===== src/rtl/cva6_ptw_sv32_pkg.sv =====
// Shared Sv32 walker types: PTE layout, TLB update payload, walker states.
package cva6_ptw_sv32_pkg;

  localparam int unsigned SV32_PTESIZE = 4;
  localparam int unsigned PTE_OFF_W    = $clog2(SV32_PTESIZE);
  localparam int unsigned SV32_PPN_W   = 22;
  localparam int unsigned SV32_VPN_W   = 20;
  localparam int unsigned SV32_VPN0_W  = 10;
  localparam int unsigned SV32_PA_W    = SV32_PPN_W + SV32_VPN0_W + PTE_OFF_W;
  localparam int unsigned TLB_ASID_W   = 9;

  typedef struct packed {
    logic [SV32_PPN_W-1:0] ppn;
    logic [1:0]            rsw;
    logic                  d;
    logic                  a;
    logic                  g;
    logic                  u;
    logic                  x;
    logic                  w;
    logic                  r;
    logic                  v;
  } pte_sv32_t;

  typedef struct packed {
    logic                  valid;
    logic                  is_4M;
    logic [SV32_VPN_W-1:0] vpn;
    logic [TLB_ASID_W-1:0] asid;
    pte_sv32_t             content;
  } tlb_update_sv32_t;

  typedef enum logic [2:0] {
    IDLE,
    WAIT_GNT,
    WAIT_RVALID,
    DONE,
    FAULT,
    DRAIN
  } ptw_state_e;

  // A PTE with neither R nor X set points at the next table level
  function automatic logic pte_is_ptr(input pte_sv32_t pte);
    return !(pte.r || pte.x);
  endfunction

  function automatic logic [SV32_PA_W-1:0] pte_addr(input logic [SV32_PPN_W-1:0]  ppn,
                                                    input logic [SV32_VPN0_W-1:0] idx);
    return {ppn, idx, PTE_OFF_W'(0)};
  endfunction

endpackage


===== src/rtl/cva6_ptw_sv32_pte_check.sv =====
// Combinational PTE classification: pointer vs. leaf, and page-fault detection.
module cva6_ptw_sv32_pte_check
  import cva6_ptw_sv32_pkg::*;
(
  input  pte_sv32_t pte,
  input  logic      lvl,
  input  logic      is_store,
  output logic      is_ptr_c,
  output logic      page_fault_c
);

  always_comb begin
    is_ptr_c     = pte_is_ptr(pte);
    page_fault_c = 1'b0;
    if (!pte.v || (!pte.r && pte.w)) begin
      page_fault_c = 1'b1;
    end else if (is_ptr_c) begin
      page_fault_c = !lvl;
    end else begin
      // superpage leaves must be 4 MiB aligned
      if (lvl && (pte.ppn[SV32_VPN0_W-1:0] != '0)) page_fault_c = 1'b1;
      if (!pte.a || (is_store && !pte.d))           page_fault_c = 1'b1;
    end
  end

endmodule


===== src/rtl/cva6_ptw_sv32.sv =====
// Sv32 two-level page-table walker feeding the TLB update port.
module cva6_ptw_sv32
  import cva6_ptw_sv32_pkg::*;
#(
  parameter int unsigned ASID_WIDTH = 9,
  parameter int unsigned PLEN       = 34
) (
  input  logic                  clk_i,
  input  logic                  rst_ni,
  input  logic                  flush_i,
  input  logic [21:0]           satp_ppn_i,
  input  logic [ASID_WIDTH-1:0] asid_i,
  input  logic                  miss_valid_i,
  input  logic [31:0]           miss_vaddr_i,
  input  logic                  miss_is_store_i,
  output logic                  walking_o,
  output logic                  mem_req_o,
  output logic [PLEN-1:0]       mem_addr_o,
  input  logic                  mem_gnt_i,
  input  logic                  mem_rvalid_i,
  input  logic [31:0]           mem_rdata_i,
  input  logic                  mem_err_i,
  output tlb_update_sv32_t      update_o,
  output logic                  page_fault_o,
  output logic                  access_fault_o,
  output logic [31:0]           fault_vaddr_o
);

  ptw_state_e            state_q;
  logic                  lvl_q;
  logic [31:0]           vaddr_q;
  logic [ASID_WIDTH-1:0] asid_q;
  logic                  is_store_q;
  tlb_update_sv32_t      upd_q;
  logic                  page_fault_q;
  logic                  access_fault_q;
  pte_sv32_t             pte;
  logic                  is_ptr_c;
  logic                  page_fault_c;

  assign pte = pte_sv32_t'(mem_rdata_i);

  cva6_ptw_sv32_pte_check i_pte_check (
    .pte          (pte),
    .lvl          (lvl_q),
    .is_store     (is_store_q),
    .is_ptr_c     (is_ptr_c),
    .page_fault_c (page_fault_c)
  );

  // A flush landing on the DONE/FAULT cycle masks the already-registered strobes
  always_comb begin
    update_o       = upd_q;
    update_o.valid = upd_q.valid & ~flush_i;
  end
  assign page_fault_o   = page_fault_q & ~flush_i;
  assign access_fault_o = access_fault_q & ~flush_i;

  always_ff @(posedge clk_i or negedge rst_ni) begin
    if (!rst_ni) begin
      state_q        <= IDLE;
      lvl_q          <= 1'b0;
      vaddr_q        <= '0;
      asid_q         <= '0;
      is_store_q     <= 1'b0;
      upd_q          <= '0;
      page_fault_q   <= 1'b0;
      access_fault_q <= 1'b0;
      walking_o      <= 1'b0;
      mem_req_o      <= 1'b0;
      mem_addr_o     <= '0;
      fault_vaddr_o  <= '0;
    end else begin
      upd_q.valid    <= 1'b0;
      page_fault_q   <= 1'b0;
      access_fault_q <= 1'b0;
      case (state_q)
        IDLE: begin
          if (miss_valid_i && !flush_i) begin
            vaddr_q    <= miss_vaddr_i;
            asid_q     <= asid_i;
            is_store_q <= miss_is_store_i;
            lvl_q      <= 1'b1;
            mem_addr_o <= PLEN'(pte_addr(satp_ppn_i, miss_vaddr_i[31:22]));
            mem_req_o  <= 1'b1;
            walking_o  <= 1'b1;
            state_q    <= WAIT_GNT;
          end
        end
        WAIT_GNT: begin
          if (mem_gnt_i) begin
            // an accepted request still owes a response, so a flush must drain it
            mem_req_o <= 1'b0;
            state_q   <= flush_i ? DRAIN : WAIT_RVALID;
          end else if (flush_i) begin
            mem_req_o <= 1'b0;
            walking_o <= 1'b0;
            state_q   <= IDLE;
          end
        end
        WAIT_RVALID: begin
          if (flush_i) begin
            if (mem_rvalid_i) begin
              walking_o <= 1'b0;
              state_q   <= IDLE;
            end else begin
              state_q <= DRAIN;
            end
          end else if (mem_rvalid_i) begin
            if (mem_err_i) begin
              access_fault_q <= 1'b1;
              fault_vaddr_o  <= vaddr_q;
              state_q        <= FAULT;
            end else if (page_fault_c) begin
              page_fault_q  <= 1'b1;
              fault_vaddr_o <= vaddr_q;
              state_q       <= FAULT;
            end else if (is_ptr_c) begin
              lvl_q      <= 1'b0;
              mem_addr_o <= PLEN'(pte_addr(pte.ppn, vaddr_q[21:12]));
              mem_req_o  <= 1'b1;
              state_q    <= WAIT_GNT;
            end else begin
              upd_q.valid   <= 1'b1;
              upd_q.is_4M   <= lvl_q;
              upd_q.vpn     <= vaddr_q[31:12];
              upd_q.asid    <= TLB_ASID_W'(asid_q);
              upd_q.content <= pte;
              state_q       <= DONE;
            end
          end
        end
        DONE, FAULT: begin
          walking_o <= 1'b0;
          state_q   <= IDLE;
        end
        DRAIN: begin
          if (mem_rvalid_i) begin
            walking_o <= 1'b0;
            state_q   <= IDLE;
          end
        end
        default: begin
          mem_req_o <= 1'b0;
          walking_o <= 1'b0;
          state_q   <= IDLE;
        end
      endcase
    end
  end

endmodule


===== config.mk =====
export PLATFORM = sky130hd
export DESIGN_NAME = cva6_ptw_sv32
export DESIGN_NICKNAME = d
export VERILOG_FILES = /design/src/rtl/cva6_ptw_sv32_pkg.sv /design/src/rtl/cva6_ptw_sv32_pte_check.sv /design/src/rtl/cva6_ptw_sv32.sv
export SDC_FILE = /design/constraint.sdc
export NUM_CORES = 1
export LEC_CHECK = 0
export BUFFER_PORTS_ARGS = -buffer_cell sky130_fd_sc_hd__buf_2
export CORE_ASPECT_RATIO = 0.6
export CORE_MARGIN = 4
export CORE_UTILIZATION = 56
export DETAILED_ROUTE_END_ITERATION = 8
export GPL_ROUTABILITY_DRIVEN = 0
export PLACE_DENSITY = 0.95
export SLEW_MARGIN = 20
export SYNTH_ARGS = -nofsm -noshare
export SYNTH_HDL_FRONTEND = slang
export SYNTH_HIERARCHICAL = 1
export SYNTH_SLANG_ARGS = --single-unit

===== constraint.sdc =====
create_clock -name clk_i -period 5.99 [get_ports clk_i]
set_clock_uncertainty 0.05 [all_clocks]
set_input_delay 0.599 -clock clk_i [delete_from_list [all_inputs] [get_ports clk_i]]
set_output_delay 0.599 -clock clk_i [all_outputs]
set_load 0.01 [all_outputs]

==> results.toml <==
[yosys]
synth.yosys.seq_area_share_pct = 56.61
synth-warning-count = 6
netlist.area_leader.share_pct = 56.61
synth.ff_latch_count = 177
synth.cell_area_mm2 = 0.007824
synth-async-reset-ratio_pct = 100.0
synth_edf_count = 0
synthDominantAreaCellType = "sky130_fd_sc_hd__dfrtp_1"
ys_dominant_reg_cell = "sky130_fd_sc_hd__dfrtp_1"
synth.top_cells.by_area = "sky130_fd_sc_hd__dfrtp_1 (57%), sky130_fd_sc_hd__mux2_2 (28%), sky130_fd_sc_hd__buf_4 (6.2%)"
synth.most_common_cell = "sky130_fd_sc_hd__mux2_2"
post_syn_area_per_cell_um2 = 14.54
synth.top_cells.by_count = "sky130_fd_sc_hd__mux2_2 (193), sky130_fd_sc_hd__dfrtp_1 (177), sky130_fd_sc_hd__buf_4 (65), sky130_fd_sc_hd__nor2_1 (11), sky130_fd_sc_hd__buf_2 (9)"
syn_inst = 538
post_synth_num_cell_types = 44

[critical_path]
path_delay_family = "simple AND/OR/NAND/NOR gates"
worstSetupPathType = "primary input to register"
critical_path_peak_fanout = 63
timing.critical_path.buf_inv = 1
cp_cell_sequence = "buf_2, nor4_2, nand2_1, nor3_2, o311ai_1, or2_2, nor2_1, nand3_4, mux2_2"
cp.arrival_ps = 3450
critical_path.max_stage_delay_ps = 740
cp.required_ps = 6230
critical_path.startpoint = "mem_rdata_i[12]"
cp-start-kind = "primary input"
crit_path_end_kind = "register"
critical-path-slowest-cell = "sky130_fd_sc_hd__nand3_4"
r2r_start = "state_q[1]"

[route]
detailroute.via_count = 4758
route.detailed.drc = 0
dr.first_iter.drc_count = 168
wl_per_cell_um = 19.26
wl_mm = 17.59
ant_nets = 0
routed_via_density = 5.211
detailedRoute.firstPassIterationCount = 4

[timing]
fmax_mhz = 311.8
slew_headroom_pct = 26.51
slew_viol_final = 0
post-route-period-util_pct = 53.54
finalSetupViolations = 0
setup-tns-final_ps = 0
final.hold.worst_slack_ps = 363.2
worst_slew_pin_slew_ps = 1102
finalHoldViolCount = 0
finalCriticalPeriod_ps = 3207
rsz_0062_raised_after_global_routing = "no"
fin_ws_ps = 2783

[cts]
clk_root_buffer_cell = "sky130_fd_sc_hd__clkbuf_16"
cts.repair_timing.setup_buffer_count = 0
cts_buf_count = 17
maximum_buffer_depth_of_the_clock_tree = 2
clock_tree_from_tritoncts = "done"
clock_latency_ps = 420
clock_sink_count = 177
cts_resized = 0
path_clk_slew_ps = 70
clock_tree.htree_level_count = 4

[outcome]
outcome = "finished clean"

[cells_and_area]
layout.filler_cells = 957
final_nets = 810
layout_area_overhead_pct = 17.90
drive_gt1_share_pct = 65.83

[floorplan]
die_width_um = 160.6
die_height_um = 99.56
die-area_mm2 = 0.01599
ioPinCount = 236
initial_core_util_pct = 57.25
core_area_mm2 = 0.01367
num_rows = 33

[global_routing]
grt_pass1_wl_mm = 28.17
maximum_number_of_pins_on_one_net_before_global_route_repair = 82
grtUsageTotal_pct = 22.40
via_count_of_the_first_global_routing_pass = 5307
antenna_violations_before_repair = 1
gr-total-overflow = 0

[power]
cellLeakagePower_nw = 4.831
max-vdd-ir-drop_v = 0.0002357
report.power.total_w = 0.003931
power_density_mw_per_mm2 = 426.1

[place]
place.port_buffers = 233
place_ws_ps = 2361
detailedPlacementHpwl_mm = 12.60

[run]
cap_viol_max_count = 0

[hold_path]
min_from = "miss_is_store_i"
hold_path_class = "primary input to register"
[stage by stage]
step	cells	area (µm²)	util [%]
2_1_floorplan	539	7828	-
3_3_place_gp	879	8602	62.94
3_5_place_dp	879	8602	62.94
4_1_cts	912	9218	67.44
5_1_grt	913	9224	67.49
6_report	913	9224	67.49
[layer usage]
| layer | vias up | wire, µm | track usage (%) |
|---|---|---|---|
| met1 | 2419 | 7782 | 29.53 |
| met4 | 0 | 230 | 7.469 |
| met5 | - | 0 | 0 |
| li1 | 2156 | - | - |
| met3 | 17 | 1045 | 5.424 |
| met2 | 166 | 8526 | 37.01 |
[cell type report]
| cell class | count | area (µm²) | area share (%) |
|---|---|---|---|
| repair buffers | 238 | 1216 | 13.19 |
| diodes | 1 | 2.502 | 0.02713 |
| inverters | 6 | 22.52 | 0.2442 |
| clock inverters | 13 | 162.7 | 1.763 |
| flip-flops and latches | 177 | 4431 | 48.03 |
| well taps | 192 | 240.2 | 2.604 |
| clock buffers | 19 | 442.9 | 4.802 |
| multi-input cells | 267 | 2706 | 29.34 |
[worst register-to-register path: stages (launching register included)]
cell and delay, ps:
sky130_fd_sc_hd__dfrtp_2 1100, sky130_fd_sc_hd__nand2b_4 150, sky130_fd_sc_hd__nor3_4 320, sky130_fd_sc_hd__nand3_2 790
sky130_fd_sc_hd__mux2_1 660
[cells by family (layout without fill, tap and decap cells)]
| group | count (synthesis) | after routing | share of synthesized area, % |
|---|---|---|---|
| and+or+nand+nor | 43 | 43 | 3.678 |
| AOI/OAI and AO/OA | 22 | 22 | 2.031 |
| other | 1 | 3 | 0.04793 |
| DFF | 177 | 177 | 56.61 |
| buffers and inverters | 95 | 276 | 8.844 |
| muxes | 200 | 200 | 28.79 |
[sequential cells by signal (all words and copies together) (netlist names), 3 cells and up]
register,cells
asid_q,9
fault_vaddr_o,32
mem_addr_o,32
state_q,3
update_o,62
vaddr_q,32
[power by group]
group / internal, W / switching [W] / total [W]
Combinational: 0.000532 / 0.000438 / 0.000970
Clock: 0.000645 / 0.000489 / 0.00113
Sequential: 0.00156 / 0.000271 / 0.00183
[what timing repair did]
action	in CTS	in global routing
hold buffers	1	0
hold endpoints to repair	24	0
endpoints found under the setup margin	0	0
[worst paths after layout]
| check | to | slack, ps | cells past startpoint |
|---|---|---|---|
| min reg2reg | fault_vaddr_o[1] | 440 | 1 |
| max in group asynchronous | state_q[1] | 4090 | 3 |
| max reg2reg | fault_vaddr_o[0] | 2800 | 4 |
| max | update_o[8] | 2780 | 9 |
| min in group asynchronous | fault_vaddr_o[2] | 560 | 2 |
| min | is_store_q | 360 | 2 |
[placed cells by master, fill, tap and decap left out, types with 2 or more instances in the layout]
cell,instances
sky130_fd_sc_hd__a21oi_1,4
sky130_fd_sc_hd__buf_4,3
sky130_fd_sc_hd__nand2_1,4
sky130_fd_sc_hd__mux2_1,7
sky130_fd_sc_hd__clkbuf_16,17
sky130_fd_sc_hd__buf_6,2
sky130_fd_sc_hd__nor2b_1,4
sky130_fd_sc_hd__conb_1,2
sky130_fd_sc_hd__o22ai_1,2
sky130_fd_sc_hd__buf_2,232
sky130_fd_sc_hd__nand3_1,3
sky130_fd_sc_hd__inv_6,5
sky130_fd_sc_hd__o21ai_0,5
sky130_fd_sc_hd__dfrtp_1,176
sky130_fd_sc_hd__nand2b_1,2
sky130_fd_sc_hd__mux2_2,193
sky130_fd_sc_hd__inv_1,6
sky130_fd_sc_hd__nor3_1,2
sky130_fd_sc_hd__nor2_1,11
sky130_fd_sc_hd__bufinv_16,2
sky130_fd_sc_hd__o31ai_1,2
sky130_fd_sc_hd__nor4_2,2
sky130_fd_sc_hd__inv_8,4
sky130_fd_sc_hd__a211o_1,2
No activity file was read; power rests on OpenSTA's default activity.
